File: config.mk
export PLATFORM = sky130hd
export DESIGN_NAME = branch_resolve_unit
export DESIGN_NICKNAME = d
export VERILOG_FILES = /design/src/rtl/branch_resolve_unit.sv
export SDC_FILE = /design/constraint.sdc
export NUM_CORES = 1
export LEC_CHECK = 0
export CORE_MARGIN = 5
export CORE_UTILIZATION = 45
export CTS_CLUSTER_SIZE = 24
export DETAILED_ROUTE_END_ITERATION = 16
export GPL_ROUTABILITY_DRIVEN = 0
export PLACE_DENSITY = 0.68
export REMOVE_ABC_BUFFERS = 1
export SLEW_MARGIN = 20
export SYNTH_ARGS = -nofsm -noshare
export SYNTH_HDL_FRONTEND = slang
export SYNTH_SLANG_ARGS = --single-unit
File: constraint.sdc
create_clock -name clock -period 7.91 [get_ports clock]
set_input_delay 1.582 -clock clock [delete_from_list [all_inputs] [get_ports clock]]
set_output_delay 1.582 -clock clock [all_outputs]
set_load 0.01 [all_outputs]
File: src/rtl/branch_resolve_unit.sv
// Branch resolve unit: checks resolved branches against their fetch-time prediction,
// raises a one-cycle redirect on mispredict, and queues taken branches for BTB training.
module branch_resolve_unit #(
  parameter int XLEN           = 32,
  parameter int QDEPTH         = 4,
  parameter bit DROP_NOT_TAKEN = 1'b1
) (
  input  logic                      clock,
  input  logic                      reset_n,
  input  logic                      ex_valid,
  output logic                      ex_ready,
  input  logic                      ex_is_branch,
  input  logic [XLEN-1:0]           ex_PC,
  input  logic                      ex_taken,
  input  logic [XLEN-1:0]           ex_target_PC,
  input  logic                      ex_pred_taken,
  input  logic [XLEN-1:0]           ex_pred_target_PC,
  input  logic                      btb_stall,
  output logic                      mispredict,
  output logic [XLEN-1:0]           redirect_PC,
  output logic                      result_branch,
  output logic                      result_taken,
  output logic [XLEN-1:0]           result_PC,
  output logic [XLEN-1:0]           result_target_PC,
  output logic [$clog2(QDEPTH):0]   q_count,
  output logic [31:0]               branch_cnt,
  output logic [31:0]               mispred_cnt
);

  localparam int PW = $clog2(QDEPTH);
  localparam int CW = PW + 1;

  logic [PW-1:0]     wr_ptr_q, wr_ptr_d;
  logic [PW-1:0]     rd_ptr_q, rd_ptr_d;
  logic [CW-1:0]     count_q, count_d;
  logic              mispredict_q, mispredict_d;
  logic [XLEN-1:0]   redirect_pc_q, redirect_pc_d;
  logic              res_branch_q, res_branch_d;
  logic              res_taken_q, res_taken_d;
  logic [XLEN-1:0]   res_pc_q, res_pc_d;
  logic [XLEN-1:0]   res_tgt_q, res_tgt_d;
  logic [31:0]       branch_cnt_q, branch_cnt_d;
  logic [31:0]       mispred_cnt_q, mispred_cnt_d;

  logic [XLEN-1:0]   pc_mem  [QDEPTH];
  logic [XLEN-1:0]   tgt_mem [QDEPTH];
  logic [QDEPTH-1:0] taken_mem;

  logic full;
  logic accept;
  logic mp;
  logic enq;
  logic deq;

  assign full   = (count_q == CW'(QDEPTH));
  assign accept = ex_valid & ~full & ex_is_branch;

  // A wrong target only matters when the branch actually went somewhere.
  assign mp  = (ex_taken != ex_pred_taken) |
               (ex_taken & (ex_pred_target_PC != ex_target_PC));
  assign enq = accept & (ex_taken | ~DROP_NOT_TAKEN);
  assign deq = (count_q != '0) & ~btb_stall;

  always_comb begin
    wr_ptr_d      = wr_ptr_q;
    rd_ptr_d      = rd_ptr_q;
    count_d       = count_q;
    mispredict_d  = accept & mp;
    redirect_pc_d = redirect_pc_q;
    res_branch_d  = 1'b0;
    res_taken_d   = res_taken_q;
    res_pc_d      = res_pc_q;
    res_tgt_d     = res_tgt_q;
    branch_cnt_d  = branch_cnt_q;
    mispred_cnt_d = mispred_cnt_q;

    if (accept && mp) begin
      redirect_pc_d = ex_taken ? ex_target_PC : (ex_PC + XLEN'(4));
    end

    if (enq) begin
      wr_ptr_d = wr_ptr_q + PW'(1);
    end

    if (deq) begin
      rd_ptr_d     = rd_ptr_q + PW'(1);
      res_branch_d = 1'b1;
      res_taken_d  = taken_mem[rd_ptr_q];
      res_pc_d     = pc_mem[rd_ptr_q];
      res_tgt_d    = tgt_mem[rd_ptr_q];
    end

    case ({enq, deq})
      2'b10:   count_d = count_q + CW'(1);
      2'b01:   count_d = count_q - CW'(1);
      default: count_d = count_q;
    endcase

    if (accept && (branch_cnt_q != 32'hFFFF_FFFF)) begin
      branch_cnt_d = branch_cnt_q + 32'd1;
    end
    if (accept && mp && (mispred_cnt_q != 32'hFFFF_FFFF)) begin
      mispred_cnt_d = mispred_cnt_q + 32'd1;
    end
  end

  always_ff @(posedge clock or negedge reset_n) begin
    if (!reset_n) begin
      wr_ptr_q      <= '0;
      rd_ptr_q      <= '0;
      count_q       <= '0;
      mispredict_q  <= 1'b0;
      redirect_pc_q <= '0;
      res_branch_q  <= 1'b0;
      res_taken_q   <= 1'b0;
      res_pc_q      <= '0;
      res_tgt_q     <= '0;
      branch_cnt_q  <= '0;
      mispred_cnt_q <= '0;
    end else begin
      wr_ptr_q      <= wr_ptr_d;
      rd_ptr_q      <= rd_ptr_d;
      count_q       <= count_d;
      mispredict_q  <= mispredict_d;
      redirect_pc_q <= redirect_pc_d;
      res_branch_q  <= res_branch_d;
      res_taken_q   <= res_taken_d;
      res_pc_q      <= res_pc_d;
      res_tgt_q     <= res_tgt_d;
      branch_cnt_q  <= branch_cnt_d;
      mispred_cnt_q <= mispred_cnt_d;
    end
  end

  // Storage needs no reset: occupancy and pointers alone decide what is valid.
  always_ff @(posedge clock) begin
    if (enq) begin
      pc_mem[wr_ptr_q]    <= ex_PC;
      tgt_mem[wr_ptr_q]   <= ex_target_PC;
      taken_mem[wr_ptr_q] <= ex_taken;
    end
  end

  assign ex_ready         = ~full;
  assign mispredict       = mispredict_q;
  assign redirect_PC      = redirect_pc_q;
  assign result_branch    = res_branch_q;
  assign result_taken     = res_taken_q;
  assign result_PC        = res_pc_q;
  assign result_target_PC = res_tgt_q;
  assign q_count          = count_q;
  assign branch_cnt       = branch_cnt_q;
  assign mispred_cnt      = mispred_cnt_q;

endmodule

==> impl_results.md <==
- Status: finished, final reports clean
- Number of nets in the layout: 1,496
- Antenna Violating Nets Remaining: 0
- Number of buffers inserted by port buffering: 269
- Power density relative to cell area: 312.2 mW/mm²
- Number of stages on the worst hold path: 1
- Clock insertion delay at the later pin of the skew report: 590 ps
- Global-route total usage across every layer: approximately a fifth
- Average cell area after synthesis: 16.24 µm²
- Count of different cell masters after synthesis: 47
- Start point of the critical path: ex_target_PC[10]
- Maximum achievable frequency: approximately 220 MHz
- Final-layout worst hold slack: a little under 500 ps
- Via/cell ratio: 5.415
- Proportion of synthesized chip area in sequential cells: 67.75%
- Post-detail-place hpwl: 29.42 mm
- Height of the die: 208.9 µm
- Die X: approximately 210 µm
- Summed negative setup slack over all endpoints: 0 ps
- Worst supply voltage drop on vdd: 0.0002091 V
- Largest fanout on the critical path: 36
- Number of synthesized register bits: 430
- Hold Violations, Final: 0
- Detail-routed net length per standard cell: approximately 24 µm
- Largest family of logic cells by synthesized area: multiplexers
- Startpoint of the tightest hold check path: mispred_cnt[18]$_DFFE_PN0P_
- Global-route wire length before repair: 70.66 mm
- # hold bufs at CTS: 0
- Area growth syn-to-layout: 26.95%
- Cell Chain, Critical Path: clkdlybuf4s50_1, xnor2_1, nand4_1, nor4_1, nand4_1, buf_4, and2_2, mux2_2
- Simple-gate area share of the yosys netlist: 8.012%
- Area occupied by registers: 0.01207 mm²
- Max_slew headroom: between 20% and 30%
- Multiplexer share of the synthesized area: between 10% and 20%
- Standby leakage power: 8.100 nW
- Clk slew on worst S/H paths: ~60 ps
- Ys async rst share: 39.53%
- Total of warnings raised by yosys: 0
- Data required time at the worst endpoint: 8360 ps
- Vias in the first global route: 11,250
- # rows: 72
- Number of gates resized after cts: 0
- Worst Clk Skew: between 20 and 30 ps
- Pins over their slew limit: 0
- Fraction of the cycle the final worst path needs: 56.34%
- Highest-count cells in the layout ignoring fill and taps: clkdlybuf4s50_1 (267), edfxtp_1 (260), dfrtp_1 (168), xnor2_1 (88), mux2_2 (87)
- Full die area: around 0.044 mm²
- Pin count of the biggest net entering global routing: 66
- Post-CTS setup buffer count: 0
- DRC violation total after the first TritonRoute iteration: 619
- Number of cells on the worst reg-to-reg path: 5
- Cell with the biggest individual delay on the critical path: and2_2
- CTS tree: built
- Multi-input combinational cell area: 0.005505 mm²
- Tightest Pin Transition: 1112 ps
- Crit end category: flip-flop
- Netlist area before placement: 0.01780 mm²
- Biggest cell delay along the critical path: 610 ps
- Clock root buffer master: clkbuf_16
- Synth Area in XOR/XNOR: roughly 6%
- Number of top-level design ports: 270
- Count of vias placed by the detailed router: 10,510
- Drt first pass iters: 5
- Most frequently used flop master after synthesis: edfxtp_1
- Worst Path Class, Setup: input port to flip-flop
- Worst reg2reg startpoint: q_count[2]$_DFFE_PN0P_
- Clock Sinks: 430
- Number of flops mapped to enable cells by yosys: 260
- Startpoint type of the worst setup path: input port
- Number of setup violations in the final report: 0
- Synth Area in Compound Gates: 1.195%
- Remaining global-route overflow: 0
- Fraction of layout instances using a drive strength above 1: about 18%
- Total wire length: approximately 46 mm
- Adder-cell share of the synthesized area: 0.6747%
- Starting utilization of the core area: 45.74%
- Most common cell after layout, fill and taps aside: clkdlybuf4s50_1
- Max Buffers Root-to-Sink: 3
- Gate count of the mapped netlist: 1,096
- Maxcap violations: 0
- Number of clock buffers inserted by TritonCTS: 46
- Final worst path period need: 4457 ps
- Antenna violations before repair: 7
- Filler cell count in the final layout: about 3,100
- Area of the placeable core: 0.03892 mm²
- Data arrival time at the worst-slack endpoint: a little under 5000 ps
- Worst hold-check path type: flip-flop to flip-flop
- Worst path most repeated cell: nand4_1
- DR DRC count: 0
- H-tree levels: 2
- Unrepaired setup endpoints after global routing: false
-- path summary, 6_finish.rpt --
check	endpoint	slack, ps
hold / removal	mispred_cnt[18]$_DFFE_PN0P_	500
setup / recovery	redirect_PC[5]$_DFFE_PN0P_	3450
setup reg to reg	redirect_PC[5]$_DFFE_PN0P_	5100
min in group asynchronous	result_target_PC[26]$_DFFE_PN0P_	1010
max in group asynchronous	rd_ptr_q[0]$_DFFE_PN0P_	5600
hold reg to reg	mispred_cnt[18]$_DFFE_PN0P_	500
-- layout make-up --
cell class	instances	share of cell area [%]
timing repair buffer	281	12.32
antenna	2	0.02215
inverter	27	0.4485
clock buffer	69	5.918
sequential	430	53.40
clock inverter	16	0.6588
multi-input combinational	598	24.36
tap	518	2.868
-- synth_stat cells, types with 21 or more instances --
library cell  number  share of area, %
mux4_2            65               8.2
nand4_1           37               1.3
nor2_1            24              0.51
nand3_1           39               1.1
clkbuf_1          31              0.65
edfxtp_1         260                44
inv_1             27              0.57
and3_1            21              0.74
mux2_2            87               5.5
xnor2_1           88               4.3
nand2_1           56               1.2
dfrtp_1          170                24
nor3_1            24              0.67
xor2_1            34               1.7
-- registers in the layout, summed over array words and instances (netlist names) --
name / cells
branch_cnt: 32
result_target_PC: 32
result_taken: 1
mispredict: 1
pc_mem: 128
tgt_mem: 128
q_count: 3
result_PC: 32
redirect_PC: 32
result_branch: 1
wr_ptr_q: 2
rd_ptr_q: 2
mispred_cnt: 32
taken_mem: 4
-- metrics by stage --
step                      util, %  cells  setup WS, ps  cell area, µm²  power, mW
after global placement      54.24   1854          2947           21110      4.993
final                       58.07   1941          3453           22600      7.056
after CTS                   58.06   1939          3517           22590      7.154
after floorplan                 -   1055          2078           17640      4.048
after detailed placement    54.24   1854          2910           21110      5.034
after global routing        58.06   1939          3420           22590      7.393
-- cells by family after synthesis --
logic type               after synthesis
XOR/XNOR                             122
multiplexers                         172
AND/OR/NAND/NOR                      258
adder cells (fa/ha/maj)                9
buffers and inverters                 68
flip-flops                           430
AO/OA/AOI/OAI                         37
-- routing by layer --
layer / vias to the layer above / share of wire (%) / track usage, %
li1: 4728 / - / -
met1: 5408 / 42 / 29.08
met2: 314 / 49 / 33.83
met3: 49 / 7.3 / 5.654
met4: 12 / 1.7 / 5.468
met5: - / 0.17 / 0
-- critical path: cells and delay by family --
family / cells / cell delay [ps]
xor+xnor: 1 / 460
buf+inv: 2 / 840
mux: 1 / 430
simple gates: 4 / 1570
-- report_power, final --
group          switching (mW)  internal (mW)
logic                   0.813           1.11
clock network           0.898           1.21
registers               0.271           2.76
total                    1.98           5.07
Power figures use the tool's default switching activity.
